`config.mk`:
```
export PLATFORM = sky130hd
export DESIGN_NAME = load_store_unit
export DESIGN_NICKNAME = d
export VERILOG_FILES = /design/src/rtl/load_store_unit.sv
export SDC_FILE = /design/constraint.sdc
export NUM_CORES = 1
export LEC_CHECK = 0
export BUFFER_PORTS_ARGS = -buffer_cell sky130_fd_sc_hd__buf_2
export CORE_AREA = 4 4 108 110
export DETAILED_ROUTE_END_ITERATION = 12
export DIE_AREA = 0 0 112 114
export GPL_ROUTABILITY_DRIVEN = 1
export GPL_TIMING_DRIVEN = 1
export HOLD_SLACK_MARGIN = 0.1
export PLACE_DENSITY_LB_ADDON = 0.12
export SYNTH_ARGS = -nofsm -noshare
export SYNTH_HDL_FRONTEND = slang
export SYNTH_SLANG_ARGS = --single-unit
```
`constraint.sdc`:
```
create_clock -name clk -period 2.4 [get_ports clk]
set_input_delay 0.24 -clock clk [delete_from_list [all_inputs] [get_ports clk]]
set_output_delay 0.24 -clock clk [all_outputs]
set_load 0.1 [all_outputs]
```
`src/rtl/load_store_unit.sv`:
```
// Memory-access stage between the execute ALU and writeback: alignment checks,
// store lane steering, a single-outstanding valid/ready request and load extension.
`timescale 1ns/1ps
module load_store_unit #(
  parameter int unsigned DWIDTH = 32,
  parameter int unsigned AWIDTH = 32
) (
  input  logic              clk,
  input  logic              rst_n,
  input  logic              req_valid,
  output logic              req_ready,
  input  logic              req_is_store,
  input  logic [2:0]        req_func3,
  input  logic [AWIDTH-1:0] req_addr,
  input  logic [DWIDTH-1:0] req_wdata,
  input  logic [4:0]        req_rd,
  output logic              mem_req_valid,
  input  logic              mem_req_ready,
  output logic [AWIDTH-1:0] mem_addr,
  output logic              mem_we,
  output logic [3:0]        mem_wstrb,
  output logic [DWIDTH-1:0] mem_wdata,
  input  logic              mem_resp_valid,
  input  logic [DWIDTH-1:0] mem_resp_rdata,
  output logic              wb_valid,
  output logic [4:0]        wb_rd,
  output logic [DWIDTH-1:0] wb_data,
  output logic              fault
);

  typedef enum logic [2:0] {IDLE, ISSUE, WAIT, RESP, FAULT} state_e;

  state_e            state_q, state_d;
  logic              is_store_q, is_store_d;
  logic [2:0]        func3_q, func3_d;
  logic [AWIDTH-1:0] addr_q, addr_d;
  logic [DWIDTH-1:0] wdata_q, wdata_d;
  logic [4:0]        rd_q, rd_d;
  logic [DWIDTH-1:0] wb_data_q, wb_data_d;

  logic              req_fault;
  logic [1:0]        off;
  logic [3:0]        strb;
  logic [DWIDTH-1:0] steered;
  logic [DWIDTH-1:0] lane;
  logic [DWIDTH-1:0] extracted;

  assign off = addr_q[1:0];

  // Fault decode works on the live request so the FAULT state can be entered directly.
  always_comb begin
    req_fault = 1'b0;
    unique case (req_func3)
      3'b000:  req_fault = 1'b0;
      3'b001:  req_fault = req_addr[0];
      3'b010:  req_fault = (req_addr[1:0] != 2'b00);
      3'b100:  req_fault = req_is_store;
      3'b101:  req_fault = req_is_store | req_addr[0];
      default: req_fault = 1'b1;
    endcase
  end

  always_comb begin
    strb    = 4'b1111;
    steered = wdata_q;
    unique case (func3_q[1:0])
      2'b00: begin
        strb    = 4'b0001 << off;
        steered = {4{wdata_q[7:0]}};
      end
      2'b01: begin
        strb    = off[1] ? 4'b1100 : 4'b0011;
        steered = {2{wdata_q[15:0]}};
      end
      default: begin
        strb    = 4'b1111;
        steered = wdata_q;
      end
    endcase
  end

  always_comb begin
    lane      = mem_resp_rdata >> {off, 3'b000};
    extracted = lane;
    unique case (func3_q)
      3'b000:  extracted = {{(DWIDTH-8){lane[7]}}, lane[7:0]};
      3'b001:  extracted = {{(DWIDTH-16){lane[15]}}, lane[15:0]};
      3'b100:  extracted = {{(DWIDTH-8){1'b0}}, lane[7:0]};
      3'b101:  extracted = {{(DWIDTH-16){1'b0}}, lane[15:0]};
      default: extracted = lane;
    endcase
  end

  always_ff @(posedge clk or negedge rst_n) begin
    if (!rst_n) begin
      state_q    <= IDLE;
      is_store_q <= 1'b0;
      func3_q    <= '0;
      addr_q     <= '0;
      wdata_q    <= '0;
      rd_q       <= '0;
      wb_data_q  <= '0;
    end else begin
      state_q    <= state_d;
      is_store_q <= is_store_d;
      func3_q    <= func3_d;
      addr_q     <= addr_d;
      wdata_q    <= wdata_d;
      rd_q       <= rd_d;
      wb_data_q  <= wb_data_d;
    end
  end

  always_comb begin
    state_d    = state_q;
    is_store_d = is_store_q;
    func3_d    = func3_q;
    addr_d     = addr_q;
    wdata_d    = wdata_q;
    rd_d       = rd_q;
    wb_data_d  = wb_data_q;
    unique case (state_q)
      IDLE: begin
        if (req_valid) begin
          is_store_d = req_is_store;
          func3_d    = req_func3;
          addr_d     = req_addr;
          wdata_d    = req_wdata;
          rd_d       = req_rd;
          state_d    = req_fault ? FAULT : ISSUE;
        end
      end
      ISSUE: begin
        if (mem_req_ready) state_d = is_store_q ? IDLE : WAIT;
      end
      WAIT: begin
        if (mem_resp_valid) begin
          wb_data_d = extracted;
          state_d   = RESP;
        end
      end
      RESP:    state_d = IDLE;
      FAULT:   state_d = IDLE;
      default: state_d = IDLE;
    endcase
  end

  always_comb begin
    req_ready     = (state_q == IDLE);
    mem_req_valid = (state_q == ISSUE);
    mem_we        = (state_q == ISSUE) & is_store_q;
    mem_wstrb     = ((state_q == ISSUE) & is_store_q) ? strb : 4'b0000;
    mem_addr      = {addr_q[AWIDTH-1:2], 2'b00};
    mem_wdata     = steered;
    wb_valid      = (state_q == RESP);
    wb_rd         = rd_q;
    wb_data       = wb_data_q;
    fault         = (state_q == FAULT);
  end

endmodule

```
Yosys cells after proc, flatten, opt, wreduce, memory -nomap -nowiden

Cells that the tools add are included.

Input port bits: 110
Register bits after elaboration: 108
Output and inout bits: 110
Word-level logic and storage cells: 46

Bitwise gates (word level): 2
Reductions and logical operators: 8
Mux-type cells: 12
Eq/ne operators: 15
Shift operators: 2

Operators with widths:

| cell                                             | number |
|---|---|
| case mux 32 bit (4 select lines)                 | 1 |
| case mux 32 bit (2 select lines)                 | 1 |
| right shift 32 x 5 -> 32 bit                     | 1 |
| == test 3 bit (second input constant)            | 5 |
| two-way mux 3 bit                                | 4 |
| == test 3 x 1 -> 1 bit (second input constant)   | 3 |
| == test 3 x 2 -> 1 bit (second input constant)   | 3 |
| logical NOT 3 bit                                | 3 |
| case mux 3 bit (3 select lines)                  | 1 |
| two-way mux 4 bit                                | 2 |
| case mux 4 bit (2 select lines)                  | 1 |
| case mux 1 bit (5 select lines)                  | 1 |
| != test 2 bit (second input constant)            | 2 |
| AND reduction 2 bit                              | 2 |
| left shift 1 x 2 -> 4 bit (first input constant) | 1 |
| AND reduction 3 bit                              | 1 |
| == test 2 x 1 -> 1 bit (second input constant)   | 1 |
| logical NOT 2 bit                                | 1 |
| two-way mux 2 bit                                | 1 |
| != test 2 x 1 -> 1 bit (second input constant)   | 1 |
| nonzero test 2 bit                               | 1 |
| bitwise AND 1 bit                                | 1 |
| bitwise OR 1 bit                                 | 1 |

Longest topological paths before layout

Gate-level depths: netlist (run 1).

Word-level depth: 5
Mapped depth: 7
Depth with buffers taken out: 4

Worst setup path before layout (run 1)

Ideal clock, no wire load.

Path kind: register to output
From: reg state_q[1]
To: out mem_wstrb[3]
Slack: -1.698 ns
Required time: 2.160 ns
Buffers on the path: 1
Stages on the path, launching flop included: 6
Arrival time: 3.858 ns
Cells stage by stage: dfrtp_1 buf_2 nand2b_1 nor2_1 nand2_1 a21oi_1

Cells in the longest elaborated chain, start to end: 3

RTL lines:

| element                | RTL line | RTL |
|---|---|---|
| start, declared        | 33       | `state_e state_q, state_d;` |
| start signal, assigned | 104      | `state_q <= state_d;` |
| == test 3 x 1 -> 1 bit | --       |  |
| via mem_req_valid      | 17       | `output logic mem_req_valid,` |
| bitwise AND 1 bit      | 152      | `mem_wstrb = ((state_q == ISSUE) & is_store_q) ? strb : 4'b0000;` |
| two-way mux 4 bit      | 152      |  |
| end, declared          | 21       | `output logic [3:0] mem_wstrb,` |

The timed path passes the listed nets, and every way through them passes these cells.

Final worst setup path (run 1)

From: reg state_q[1]
To: out mem_wstrb[2]

Cells in the longest elaborated chain, start to end: 3

RTL lines:

| element                | RTL line |
|---|---|
| == test 3 x 1 -> 1 bit | 152 |
| bitwise AND 1 bit      | 152 |
| two-way mux 4 bit      | 152 |

No other way between the ends.

==> run metrics, run 1 <==
status finished, final reports clean; CP Cell Sequence nand2b_1, nor2_4, nand2_2, nor2_4, buf_2; H-tree depth 3; Post-Synthesis Cells 505; Port Buffers 217; Die X 112 microns; Seq cells post-synth 108; Register Area 2700 sq um; Post-synth EDFFs 0; antenna-violating nets left 0; initial antenna violation count 1; clock sinks 108; Residual DRC 0; Pre-antenna DRT Iters 5; startpoint types register; Placer Congestion 0.816; area share of the leading cell type in the synthesized netlist 48.7%; Ports 220; global route overflow 0; Final setup viols 0; Starting Density 51.9%; CTS buffer count 9; top cells by count, synth dfrtp_1 (108), mux2_1 (68), nor2_1 (51); sum of buffers and inverters on the critical path 1; Setup TNS Final 0 ps; dpl cell area 6650 sq um; worst slew pin tran 625 ps; largest net degree at the start of global routing 54; Final Hold Vio Count 0; die footprint 12800 sq um; crit path max fanout 11; TritonCTS clock tree yes; routed wire length 15.0 mm; headroom to the max-slew limit 58.3%; YS warnings 0; Worst Setup Path Type reg2out; first-pass GRT wire length 24.3 mm; critical path's top delay family simple AND/OR/NAND/NOR gates; number of distinct library cells after synthesis 42; drt initial violations 232; Area growth syn-to-layout 35.1%; clk slew on worst S/H paths 100 ps; vias in the first global route 4875; clock root buffer clkbuf_8; Slowest Stage Delay on Critical Path 510 ps; RSZ-0062 raised after global routing no; via density per instance 5.12; Post-layout nets 851; Synth Area per Inst 11.0 sq um; ys flop type dfrtp_1; Setup Skew 8.66 ps; Die H 114 microns; fmax 0.452 GHz; period utilisation layout 92.2%; antenna fix cells 0; Layout fillers 824; Max Slew Vio Count 0; Worst EP required 2160 ps; Tot GR Track Use 23.6%; crit path DAT 1970 ps; Post-Layout Cell Count 886; Std-Cell Rows 38; Hold WC Path Type in2reg; crit-path most repeated cell nor2_4; Seq/Total Area, Yosys 48.7%; share of layout cells above drive strength 1 39.1%; cell area after layout 7500 sq um; area of the multi-input gates 2360 sq um; drt wl/cell 16.9 microns; crit end category primary output; ys async rst share 100%; synthesized area 5550 sq um; CTS max path bufs 2; critical path's slowest cell dfrtp_1; cell taking the most area after synthesis dfrtp_1; Placed Cells 808; Tmin final 2210 ps; Vias 4538; MaxCap Viol Count 0; ranking of synthesized cells by area dfrtp_1 (49%), mux2_1 (14%), buf_4 (5.7%); post-DP HPWL 10.6 mm; most common cell in the netlist dfrtp_1; core area 10700 sq um; Clk Latency, worst-skew pair 360 ps
==> sequential cells by signal (all words and copies together), names as in the netlist <==
signal and count:
wb_data 32, wb_rd 5, func3_q 3, state_q 3, is_store_q 1, addr_q 32
wdata_q 32
==> routing by layer <==
metal | track usage (%) | vias up | wire length, microns
met1 | 29.4 | 2204 | 6060
met4 | 6.57 | 2 | 214
met3 | 5.09 | 22 | 996
met5 | 0 | - | 7
li1 | - | 2153 | -
met2 | 41.6 | 157 | 7680
==> through the flow <==
| step | hold slack (ps) | utilization, % | setup slack, ps |
|---|---|---|---|
| 3_5_place_dp | 284 | 62.2 | 426 |
| 2_1_floorplan | -55.6 | - | -404 |
| 3_3_place_gp | 283 | 62.2 | 463 |
| 6_report | 118 | 70.1 | 186 |
| 4_1_cts | 100 | 69.8 | 8.11 |
| 5_1_grt | 100 | 70.1 | 91.9 |
==> cells by family after synthesis <==
logic type | synth area share, %
AOI/OAI and AO/OA | 8.86
other | 0.0676
muxes | 22.9
and+or+nand+nor | 9.74
DFF | 48.7
buffers and inverters | 9.70
==> path summary, 6_finish.rpt <==
check	from	endpoint	slack (ps)	cells past startpoint
worst max register to register	state_q[1]	addr_q[5]	480	4
worst max-delay path	state_q[1]	mem_wstrb[2]	190	5
min in group asynchronous	rst_n	addr_q[17]	420	2
worst min register to register	addr_q[22]	addr_q[22]	490	1
worst min-delay path	req_wdata[3]	wdata_q[3]	120	2
max in group asynchronous	rst_n	addr_q[7]	1270	3
==> cell type report <==
cell class	count	share of cell area (%)
inverters	6	0.351
clock inverters	5	1.00
well taps	140	2.34
repair buffers	295	26.9
multi-input cells	321	31.4
flip-flops and latches	108	36.1
clock buffers	11	1.89
==> cell usage in the layout, fill, tap and decap left out, types with 3 or more instances in the layout <==
| master | netlist | layout |
|---|---|---|
| nor2_1 | 51 | 46 |
| a21oi_1 | 41 | 40 |
| dfrtp_1 | 108 | 108 |
| clkinv_2 | 0 | 3 |
| and2_1 | 6 | 6 |
| buf_2 | 13 | 205 |
| nor2_4 | 0 | 4 |
| nand2_1 | 45 | 44 |
| clkbuf_8 | 0 | 10 |
| mux2_2 | 9 | 9 |
| o21ai_0 | 17 | 9 |
| mux2_4 | 11 | 11 |
| buf_4 | 42 | 14 |
| buf_12 | 0 | 13 |
| o21ai_1 | 11 | 19 |
| dlygate4sd3_1 | 0 | 62 |
| a21oi_2 | 10 | 11 |
| mux2_1 | 68 | 68 |
| mux2i_1 | 24 | 24 |
==> worst register-to-register path, delay by kind of cell (launching register included) <==
family,cells,cell delay [ps]
buf+inv,1,260
mux,1,360
simple gates,2,670
flops,1,510
==> timing repair <==
item / in CTS / in global routing
hold buffers: 60 / 2
resized for setup: 0 / 3
hold endpoints to repair: 101 / 2
endpoints found under the setup margin: 0 / 11
buffers inserted: 0 / 0
Power of run 1 is left out: the tool's default activity adds up to more than one toggle a clock period on the data nets, which glitch-free logic cannot reach.
==> run 2, diff against run 1 <==
--- a/config.mk
+++ b/config.mk
@@ -7,12 +7,14 @@
 export LEC_CHECK = 0
 export BUFFER_PORTS_ARGS = -buffer_cell sky130_fd_sc_hd__buf_2
 export CORE_AREA = 4 4 108 110
+export CTS_BUF_LIST = sky130_fd_sc_hd__clkbuf_4 sky130_fd_sc_hd__clkbuf_8 sky130_fd_sc_hd__clkbuf_16
 export DETAILED_ROUTE_END_ITERATION = 12
 export DIE_AREA = 0 0 112 114
 export GPL_ROUTABILITY_DRIVEN = 1
 export GPL_TIMING_DRIVEN = 1
 export HOLD_SLACK_MARGIN = 0.1
 export PLACE_DENSITY_LB_ADDON = 0.12
+export RECOVER_POWER = 25
 export SYNTH_ARGS = -nofsm -noshare
 export SYNTH_HDL_FRONTEND = slang
 export SYNTH_SLANG_ARGS = --single-unit
==> run 2 against run 1 <==
  * Count of clock-buffer cells in the layout stayed put
  * First-iteration DRC count is 8.2% lower
  * Die area is the same
  * Register-to-register slack hardly changed
  * Core utilization hardly changed
  * Critical path type unchanged
  * Largest cell class unchanged
==> run metrics, run 2 (synthesis gave the netlist of run 1 again) <==
Ports 220 (unchanged); Worst setup startpoint state_q[1]; antenna fix cells 0 (unchanged); drt wl/cell 16.9 microns (-0.12%); worst reg2reg setup slack 490 ps (about the same); Place WS 426 ps (unchanged); Die H 114 microns (unchanged); die footprint 12800 sq um (unchanged); Max Slew Vio Count 0 (unchanged); share of layout cells above drive strength 1 39.1% (unchanged); Hold WC Path Type in2reg; clock sinks 108 (unchanged); clk slew on worst S/H paths 100 ps (about the same); initial antenna violation count 1 (unchanged); Pre-antenna DRT Iters 4 (-1); sum of buffers and inverters on the critical path 1 (unchanged); crit path max fanout 11 (unchanged); Starting Density 51.9% (unchanged); Placer Congestion 0.816 (unchanged); Tot GR Track Use 23.6% (unchanged); crit-path most repeated cell nor2_4; final hold slack 116 ps (-1.64 ps); Levels on crit path 5 (unchanged); Final setup viols 0 (unchanged); TritonCTS clock tree yes; worst setup margin 188 ps (+1.37 ps); critical path's top delay family simple AND/OR/NAND/NOR gates; CTS max path bufs 2 (unchanged); Vias 4516 (-0.48%); core area 10700 sq um (unchanged); H-tree depth 3 (unchanged); Layout fillers 824 (unchanged); Area growth syn-to-layout 35.0% (about the same); most common cell after layout, fill and taps aside buf_2; worst slew pin tran 1210 ps (+585 ps); first-pass GRT wire length 24.3 mm (unchanged); via density per instance 5.10 (-0.48%); Worst Setup Path Type reg2out; Setup Skew 6.83 ps (-1.83 ps); CTS buffer count 9 (unchanged); Std-Cell Rows 38 (unchanged); Clk Latency, worst-skew pair 360 ps (about the same); clock root buffer clkbuf_8; RSZ-0062 raised after global routing no; critical path's slowest cell dfrtp_1; worst reg2reg path depth 4 (unchanged); Post-CTS Setup Inserts 0 (unchanged); Residual DRC 0 (unchanged); MaxCap Viol Count 0 (unchanged); Slowest Stage Delay on Critical Path 510 ps (about the same); routed wire length 14.9 mm (-0.12%); worst setup path end mem_wstrb[2]; Worst EP required 2160 ps (about the same); RR Startpoint state_q[1]; most frequent cells in the layout buf_2 (205), dfrtp_1 (108), mux2_1 (68); Final Hold Vio Count 0 (unchanged); Die X 112 microns (unchanged); global route overflow 0 (unchanged); largest net degree at the start of global routing 54 (unchanged); capture point of the worst reg-to-reg path addr_q[5]; post-DP HPWL 10.6 mm (unchanged); Port Buffers 217 (unchanged); crit end category primary output; CP Cell Sequence nand2b_1, nor2_4, nand2_2, nor2_4, buf_2; crit path DAT 1970 ps (about the same); vias in the first global route 4875 (unchanged); drt initial violations 213 (-8.2%); status finished, final reports clean; Tmin final 2210 ps (-1.36 ps); period utilisation layout 92.2% (about the same); startpoint types register; antenna-violating nets left 0 (unchanged); Post-layout nets 851 (unchanged); headroom to the max-slew limit 19.3% (-39 points); fmax 0.452 GHz (about the same)
==> run 2: cell types whose count changed in the layout (fill, tap and decap cells not counted) <==
cell      change
buf_4         -2
clkbuf_2      +1
clkbuf_4      +1
==> run 2: worst min-delay path by stage <==
stage / start / end / slack [ps] / cells after the start
2_1_floorplan: rst_n / addr_q[0] / -60 / 0
3_3_place_gp: rst_n / addr_q[17] / 280 / 1
3_5_place_dp: rst_n / addr_q[17] / 280 / 1
4_1_cts: req_wdata[16] / wdata_q[16] / 100 / 2
5_1_grt: req_wdata[14] / wdata_q[14] / 100 / 2
6_report: req_wdata[16] / wdata_q[16] / 120 / 2
==> run 2: repair_timing <==
action                                  CTS  global route
hold endpoints to repair                101             2
gates resized for setup                   0             3
hold buffers                             60             2
endpoints found under the setup margin    0            11
==> run 2: routing by layer <==
metal  wire length [microns]  part of all wire, %  vias to the layer above  GRT usage (%)
li1                        -                    -                     2154              -
met1                    6080                   41                     2188           29.4
met2                    7620                   51                      154           41.6
met3                    1030                  6.9                       18           5.09
met4                     207                  1.4                        2           6.57
met5                       7                0.047                        -              0
==> run 2: per-stage QoR <==
stage	util (%)	instances	setup TNS, ps	cell area [sq um]
after detailed placement	62.2	808	0	6650
after CTS	69.8	884	0	7470
after global routing	70.0	886	0	7490
after global placement	62.2	808	0	6650
final	70.0	886	0	7490
after floorplan	-	506	-545	5600
==> run 2: worst reg2reg max path: cells and delay by family, from the launching register on <==
kind,cells,cell delay [ps]
multiplexers,1,360
buffers and inverters,1,260
flip-flops,1,510
AND/OR/NAND/NOR,2,670
==> run 2: cell type report <==
| class | instances | area, sq um | share of cell area (%) |
|---|---|---|---|
| sequential | 108 | 2700 | 36.1 |
| multi-input combinational | 321 | 2360 | 31.4 |
| timing repair buffer | 295 | 2010 | 26.9 |
| tap | 140 | 175 | 2.34 |
| clock buffer | 11 | 145 | 1.94 |
| clock inverter | 5 | 75.1 | 1.00 |
| inverter | 6 | 26.3 | 0.351 |
Power of run 2 is left out for the same reason.
